File: config.mk
export PLATFORM = sky130hd
export DESIGN_NAME = tick_divider
export DESIGN_NICKNAME = d
export VERILOG_FILES = /design/src/rtl/tick_div_pkg.sv /design/src/rtl/tick_div_chan.sv /design/src/rtl/tick_divider.sv
export SDC_FILE = /design/constraint.sdc
export NUM_CORES = 1
export LEC_CHECK = 0
export CORE_UTILIZATION = 30
export DETAILED_ROUTE_END_ITERATION = 8
export PLACE_DENSITY_LB_ADDON = 0.05
export SETUP_SLACK_MARGIN = 0.1
export SYNTH_ARGS = -nofsm -noshare
export SYNTH_HDL_FRONTEND = slang
export SYNTH_SLANG_ARGS = --single-unit
File: constraint.sdc
create_clock -name clk -period 4.9 [get_ports clk]
set_input_delay 0.98 -clock clk [delete_from_list [all_inputs] [get_ports clk]]
set_output_delay 0.98 -clock clk [all_outputs]
set_load 0.05 [all_outputs]
File: src/rtl/tick_div_pkg.sv
// Shared constants and helpers for the tick_divider block.
package tick_div_pkg;

  localparam int DEF_CNT_W = 32;
  localparam int DEF_DIV   = 1000000;

  // Length of the high phase of the square enable for divisor n.
  function automatic logic [DEF_CNT_W-1:0] half(input logic [DEF_CNT_W-1:0] n);
    return n >> 1;
  endfunction

endpackage

File: src/rtl/tick_div_chan.sv
// One divider channel: period counter, active/shadow divisor, tick and square outputs.
module tick_div_chan
  import tick_div_pkg::*;
#(
  parameter int               CNT_W   = DEF_CNT_W,
  parameter logic [CNT_W-1:0] RST_DIV = CNT_W'(DEF_DIV)
) (
  input  logic             clk,
  input  logic             rst_n,
  input  logic             en,
  input  logic             sync,
  input  logic             ld,
  input  logic [CNT_W-1:0] ld_val,
  output logic             tick,
  output logic             sq
);

  logic [CNT_W-1:0] cnt_q, cnt_d;
  logic [CNT_W-1:0] div_act_q, div_act_d;
  logic [CNT_W-1:0] div_shd_q, div_shd_d;
  logic             pend_q, pend_d;
  logic             tick_q, tick_d;
  logic             sq_q, sq_d;
  logic             wrap;
  logic             half_hit;
  logic [CNT_W-1:0] half_v;

  assign half_v   = CNT_W'(half(DEF_CNT_W'(div_act_q)));
  assign wrap     = (cnt_q == div_act_q - CNT_W'(1));
  assign half_hit = (cnt_q == half_v - CNT_W'(1));

  always_comb begin
    cnt_d     = cnt_q;
    div_act_d = div_act_q;
    div_shd_d = div_shd_q;
    pend_d    = pend_q;
    tick_d    = 1'b0;
    sq_d      = sq_q;
    if (sync) begin
      cnt_d  = '0;
      pend_d = 1'b0;
      if (pend_q) div_act_d = div_shd_q;
      if (en) begin
        tick_d = 1'b1;
        sq_d   = 1'b1;
      end
    end else if (en) begin
      if (wrap) begin
        cnt_d  = '0;
        tick_d = 1'b1;
        sq_d   = 1'b1;
        pend_d = 1'b0;
        if (pend_q) div_act_d = div_shd_q;
      end else begin
        cnt_d = cnt_q + CNT_W'(1);
        if (half_hit) sq_d = 1'b0;
      end
    end
    // A write on a wrap/sync edge lands after the old pending value was consumed.
    if (ld) begin
      div_shd_d = ld_val;
      pend_d    = 1'b1;
    end
  end

  always_ff @(posedge clk or negedge rst_n) begin
    if (!rst_n) begin
      cnt_q     <= '0;
      div_act_q <= RST_DIV;
      div_shd_q <= RST_DIV;
      pend_q    <= 1'b0;
      tick_q    <= 1'b0;
      sq_q      <= 1'b0;
    end else begin
      cnt_q     <= cnt_d;
      div_act_q <= div_act_d;
      div_shd_q <= div_shd_d;
      pend_q    <= pend_d;
      tick_q    <= tick_d;
      sq_q      <= sq_d;
    end
  end

  assign tick = tick_q;
  assign sq   = sq_q;

endmodule

File: src/rtl/tick_divider.sv
// Multi-channel programmable tick / square clock-enable generator with divisor write port.
module tick_divider
  import tick_div_pkg::*;
#(
  parameter int          CHANNELS    = 2,
  parameter int          CNT_W       = DEF_CNT_W,
  parameter int unsigned DEFAULT_DIV = DEF_DIV,
  parameter int          SEL_W       = (CHANNELS > 1) ? $clog2(CHANNELS) : 1
) (
  input  logic                clk,
  input  logic                rst_n,
  input  logic [CHANNELS-1:0] en,
  input  logic                sync,
  input  logic                div_wr,
  input  logic [SEL_W-1:0]    div_sel,
  input  logic [CNT_W-1:0]    div_data,
  output logic [CHANNELS-1:0] tick,
  output logic [CHANNELS-1:0] sq,
  output logic                div_err
);

  logic                sel_ok;
  logic                data_ok;
  logic                wr_ok;
  logic [CHANNELS-1:0] ld;
  logic                div_err_q, div_err_d;

  // div_wr is a single-cycle strobe with no ready: every edge it is high is one write.
  always_comb begin
    sel_ok    = (32'(div_sel) < 32'(CHANNELS));
    data_ok   = (div_data != '0);
    wr_ok     = div_wr && sel_ok && data_ok;
    div_err_d = div_err_q || (div_wr && !(sel_ok && data_ok));
    for (int i = 0; i < CHANNELS; i++) begin
      ld[i] = wr_ok && (32'(div_sel) == 32'(i));
    end
  end

  always_ff @(posedge clk or negedge rst_n) begin
    if (!rst_n) div_err_q <= 1'b0;
    else        div_err_q <= div_err_d;
  end

  assign div_err = div_err_q;

  for (genvar g = 0; g < CHANNELS; g++) begin : g_chan
    tick_div_chan #(
      .CNT_W  (CNT_W),
      .RST_DIV(CNT_W'(DEFAULT_DIV))
    ) u_chan (
      .clk   (clk),
      .rst_n (rst_n),
      .en    (en[g]),
      .sync  (sync),
      .ld    (ld[g]),
      .ld_val(div_data),
      .tick  (tick[g]),
      .sq    (sq[g])
    );
  end

endmodule

## After elaboration in Yosys (flattened, before gate mapping)

Index checks and enable logic that the tools add are counted.

- Output and inout port bits: 5
- Bits of input ports: 39
- Logic and storage cells: 87
- Flip-flop bits (word level): 199

- Reduce and logical (&&, ||, !) cells: 23
- Multiplexer cells: 40
- Bitwise gates (word level): 1
- Equality and inequality tests: 4
- $add $sub $neg: 6

Operators by type and width:

| operator | count |
|---|---|
| $mux W32 | 14 |
| $eq A32 B32 Y1 | 4 |
| $add A32 B1 Y32 const B | 2 |
| $sub A31 B1 Y32 const B | 2 |
| $sub A32 B1 Y32 const B | 2 |
| $reduce_bool A32 Y1 | 1 |
| $mux W1 | 26 |
| $reduce_bool A3 Y1 | 6 |
| $reduce_and A2 Y1 | 6 |
| $reduce_bool A2 Y1 | 4 |
| $logic_and A1 B1 Y1 | 4 |
| $logic_not A1 Y1 | 1 |
| $logic_or A1 B1 Y1 | 1 |
| $not A1 Y1 | 1 |

## Depth between registers and ports, before layout

- Depth after elaboration: 6
- Mapped depth: 13
- Mapped depth without buffers: 10

## Modules after synthesis

Synthesis repeated with hierarchy kept, for this count alone.

- Cells, all modules: 1326
- Area, all modules: 13223.9 sq um

Modules (own cells, without submodules):

| module | cells each | area each (sq um) | instances |
|---|---|---|---|
| tick_div_chan | 655 | 6550.0 | 2 |
| tick_divider | 16 | 123.9 | 1 |

## Least setup slack after synthesis

No wires, ideal clock.

- Kind: register to register
- From: register g_chan[1].u_chan.div_act_q[2]
- To: register g_chan[1].u_chan.div_act_q[10]
- Period minus slack after synthesis: 3.569 ns
- Path slack: 1.331 ns
- Required time: 4.775 ns
- Stages on the path, launching flop included: 14
- Arrival time: 3.444 ns
- Buffers on the path: 3
- Cell sequence: dfrtp_1 -> clkbuf_1 -> inv_1 -> ha_1 -> clkbuf_1 -> nor2b_1 -> nand4_2 -> or4_1 -> a211o_1 -> a221oi_1 -> a41o_1 -> nand2_2 -> buf_6 -> mux2_4

- Word-level cells in the longest chain between the ends: 4

RTL lines:

| element | line | text |
|---|---|---|
| start, declared | tick_div_chan.sv:19 | `logic [CNT_W-1:0] div_act_q, div_act_d;` |
| start signal, assigned | tick_div_chan.sv:76 | `div_act_q <= div_act_d;` |
| $sub A32 B1 Y32 | tick_div_chan.sv:29 | `assign wrap = (cnt_q == div_act_q - CNT_W'(1));` |
| $eq A32 B32 Y1 | tick_div_chan.sv:29 |  |
| $reduce_bool A2 Y1 (no source line) | -- |  |
| $reduce_and A2 Y1 (no source line) | -- |  |

Every way passes these cells.
A chain may end at the register's enable or synchronous reset.

## Worst setup path in the final report

- From: register g_chan[0].u_chan.div_act_q[1]
- To: register g_chan[0].u_chan.div_act_q[30]

- Word-level cells in the longest chain between the ends: 4

RTL lines:

| element | line |
|---|---|
| start, declared | tick_div_chan.sv:19 |
| start signal, assigned | tick_div_chan.sv:76 |
| $sub A32 B1 Y32 | tick_div_chan.sv:29 |
| $eq A32 B32 Y1 | tick_div_chan.sv:29 |
| $reduce_bool A2 Y1 (no source line) | -- |
| $reduce_and A2 Y1 (no source line) | -- |

Every way passes these cells.

==> results.sh <==
export IMPL_status="complete, no violations"
export IMPL_end_kind="register"
export IMPL_finalPower_mw=5.26
export IMPL_grt_usage_pct=17.3
export IMPL_num_nets_final=1305
export IMPL_ios=44
export IMPL_netlist_area_leader_share_pct=33.7
export IMPL_critPathMaxFanout=32
export IMPL_hpwl_mm=27.6
export IMPL_finalWirelength_mm=36.2
export IMPL_arrival_ns=4.47
export IMPL_r2r_end="g_chan[0].u_chan.div_act_q[30]$_DFFE_PN0P_"
export IMPL_finalCritPeriodShare_pct=84.3
export IMPL_setup_viol=0
export IMPL_diodes=0
export IMPL_yosys_warnings=0
export IMPL_pre_cts_slack_ns=0.777
export IMPL_r2r_slack_ns=0.77
export IMPL_finalClockSkew_ns=0.0147
export IMPL_start_util_pct=30.4
export IMPL_grt_pass1_vias=9547
export IMPL_die_area_sq_um=43200
export IMPL_rr_worst_depth=11
export IMPL_setup_ws_ns=0.768
export IMPL_grt_pass1_wl_mm=57.5
export IMPL_synth_cell_types=78
export IMPL_syn2layout_area_growth_pct=10.5
export IMPL_cts_sinks=199
export IMPL_required_ns=5.24
export IMPL_drc=0
export IMPL_die_x_um=208
export IMPL_fin_hold_ws_ns=0.470
export IMPL_cts_tree="done"
export IMPL_ys_async_sr_fraction_pct=100
export IMPL_avgSynthCellArea_sq_um=9.85
export IMPL_syn_inst=1291
export IMPL_synth_area_leader_cell="dfrtp_1"
export IMPL_path_class="register to register"
export IMPL_fp_dieH_um=208
export IMPL_via_count=9205
export IMPL_p_leak_nw=5.38
export IMPL_report_final_slew_viol_count=0
export IMPL_worstHoldStart="div_err$_DFF_PN0_"
export IMPL_synth_area_sq_um=12700
export IMPL_root_buffer="clkbuf_16"
export IMPL_clock_path_buffers=2
export IMPL_routed_via_density=5.08
export IMPL_wl_per_cell_um=20.0
export IMPL_core_area_sq_um=41900
export IMPL_grt_setup_unrepaired="false"
export IMPL_hold_depth=1
export IMPL_ys_flop_type="dfrtp_1"
export IMPL_cts_resized=0
export IMPL_syn_nets=1336
export IMPL_rr_startpoint="g_chan[0].u_chan.div_act_q[1]$_DFFE_PN0P_"
export IMPL_rows=75
export IMPL_fin_crit_ns=4.13
export IMPL_hold_viol=0
export IMPL_overflow=0
export IMPL_drv_cap=0
export IMPL_drt_pass1_iterations=4
export IMPL_path_clk_slew_ns=0.08
export IMPL_vdd_drop_max_mv=0.154
export IMPL_worstSkewPairLatency_ns=0.45
export IMPL_ys_top_cells_by_area="dfrtp_1, xnor2_1, mux2_2"
export IMPL_cts_made_buffers=17
export IMPL_htreeDepth=4
export IMPL_port_buffers=43
export IMPL_relSlewSlack_pct=38.6
export IMPL_grt_antenna_before_repair=1
export IMPL_synth_edf_count=0
export IMPL_hold_path_endpoint="div_err$_DFF_PN0_"
export IMPL_gp_congestion=0.847
export IMPL_grt_max_degree=87
export IMPL_hold_class="register to register"
export IMPL_synth_seq_cells=199
export IMPL_synth_seq_area_share_pct=39.4
export IMPL_crit_path_start_kind="register"
export IMPL_tightest_slew_ns=0.912
export IMPL_final_setup_tns_ns=0
export IMPL_drtAntennaViolNets=0
export IMPL_final_layout_size_suffix_gt1_share_pct=16.2
export IMPL_cts_setup_buffers=0
export IMPL_p_per_area_nw_per_um2=374
export IMPL_fmax_mhz=242
export IMPL_postCtsHoldBufs=0
export IMPL_drt_iter0_markers=385
state kept, by name, summed over array words and instances (netlist names):
| name | flops |
|---|---|
| g_chan.u_chan.cnt_q | 64 |
| g_chan.u_chan.div_act_q | 64 |
| div_err | 1 |
| g_chan.u_chan.div_shd_q | 64 |
| g_chan.u_chan.pend_q | 2 |
| g_chan.u_chan.tick | 2 |
| g_chan.u_chan.sq | 2 |
area by class of cell:
type,count,area (sq um)
Inverter,23,86.3
Clock buffer,21,470
Multi-Input combinational cell,959,7120
Timing Repair Buffer,60,587
Clock inverter,11,88.8
Fill cell,4280,27800
Sequential cell,199,5010
Tap cell,539,674
cell families after synthesis:
| group | share of synthesized area [%] |
|---|---|
| DFF | 39.4 |
| adders and majority gates | 0.590 |
| AOI/OAI and AO/OA | 6.70 |
| xor gates and xnor gates | 15.6 |
| buffers and inverters | 4.62 |
| and+or+nand+nor | 20.1 |
| muxes | 12.9 |
critical path, cell delays in order, from the launching register on:
cell and delay (ns):
dfrtp_1 0.43, inv_1 0.10, ha_1 0.30, nor4b_2 0.68
nand4_1 0.39, nor3b_1 0.35, mux2i_1 0.33, a211oi_1 0.15
and4_1 0.25, a32oi_2 0.20, buf_4 0.44, mux2_1 0.38
power by group:
group	total [mW]	internal, mW	switching (mW)
clock	1.37	0.701	0.670
combinational	1.49	0.735	0.758
sequential	2.39	1.92	0.473
total	5.26	3.36	1.90
cell usage in the layout, fill, tap and decap left out, types with 5 or more instances in the layout:
| cell type | Yosys | routed |
|---|---|---|
| dfrtp_1 | 171 | 171 |
| xnor2_1 | 132 | 132 |
| nor2_1 | 115 | 115 |
| xor2_1 | 92 | 92 |
| mux2_2 | 78 | 78 |
| nand2_1 | 64 | 64 |
| nand3_1 | 49 | 49 |
| nor4_1 | 45 | 45 |
| clkdlybuf4s50_1 | 0 | 42 |
| nor3_1 | 40 | 40 |
| mux2_4 | 30 | 30 |
| nand4_1 | 28 | 28 |
| dfstp_2 | 28 | 28 |
| and3_1 | 25 | 25 |
| mux2_1 | 25 | 25 |
| inv_1 | 23 | 23 |
| a21oi_1 | 22 | 22 |
| o21ai_0 | 21 | 21 |
| clkbuf_16 | 0 | 17 |
| or4_1 | 16 | 16 |
| buf_4 | 4 | 15 |
| and4_1 | 14 | 14 |
| or3_1 | 11 | 11 |
| a31oi_1 | 9 | 9 |
| nor2b_1 | 8 | 8 |
| nand4b_1 | 7 | 7 |
| and2_1 | 7 | 7 |
| a211oi_1 | 6 | 6 |
| o211ai_1 | 6 | 6 |
| ha_1 | 6 | 6 |
| nand2b_1 | 5 | 5 |
| a21o_1 | 5 | 5 |
| o2111ai_1 | 5 | 5 |
| or2_2 | 5 | 5 |
| o41ai_1 | 5 | 5 |
synth_stat cells (7+ instances only):
cell      instances
clkbuf_1         77
nor2_1          115
nor2b_1           8
and4_1           14
dfrtp_1         171
or4_1            16
and2_1            7
nand2_1          64
buf_2            14
a31oi_1           9
inv_1            23
nand4_1          28
mux2_1           25
xor2_1           92
mux2_4           30
a21oi_1          22
nor3_1           40
and3_1           25
nand4b_1          7
or3_1            11
xnor2_1         132
mux2_2           78
nor4_1           45
o21ai_0          21
buf_6             7
dfstp_2          28
nand3_1          49
per-layer routing:
layer / wire (um) / track usage, % / vias up
li1: - / - / 4506
met1: 17000 / 22.8 / 4552
met2: 17600 / 29.1 / 107
met3: 819 / 2.74 / 40
met4: 838 / 5.57 / 0
met5: 0 / 0 / -
how the worst max path moves through the flow:
stage / startpoint / end / slack, ns / cells after the start
after floorplan: g_chan[1].u_chan.div_act_q[2]$_DFFE_PN0P_ / g_chan[1].u_chan.div_act_q[10]$_DFFE_PN0P_ / 1.33 / 13
after global placement: g_chan[0].u_chan.div_act_q[1]$_DFFE_PN0P_ / g_chan[0].u_chan.div_act_q[31]$_DFFE_PN0P_ / 0.76 / 11
after detailed placement: g_chan[0].u_chan.div_act_q[1]$_DFFE_PN0P_ / g_chan[0].u_chan.pend_q$_DFFE_PN0P_ / 0.78 / 11
after CTS: g_chan[0].u_chan.div_act_q[1]$_DFFE_PN0P_ / g_chan[0].u_chan.pend_q$_DFFE_PN0P_ / 0.77 / 11
after global routing: g_chan[0].u_chan.div_act_q[2]$_DFFE_PN0P_ / g_chan[0].u_chan.div_act_q[30]$_DFFE_PN0P_ / 0.49 / 11
final: g_chan[0].u_chan.div_act_q[1]$_DFFE_PN0P_ / g_chan[0].u_chan.div_act_q[30]$_DFFE_PN0P_ / 0.77 / 11
per-stage QoR:
stage / util [%] / instances / area (sq um)
6_report: 33.6 / 1812 / 14000
5_1_grt: 33.6 / 1812 / 14000
4_1_cts: 33.6 / 1812 / 14000
3_5_place_dp: 32.2 / 1780 / 13500
3_3_place_gp: 32.2 / 1780 / 13500
2_1_floorplan: - / 1291 / 12700
Power figures use the tool's default switching activity.
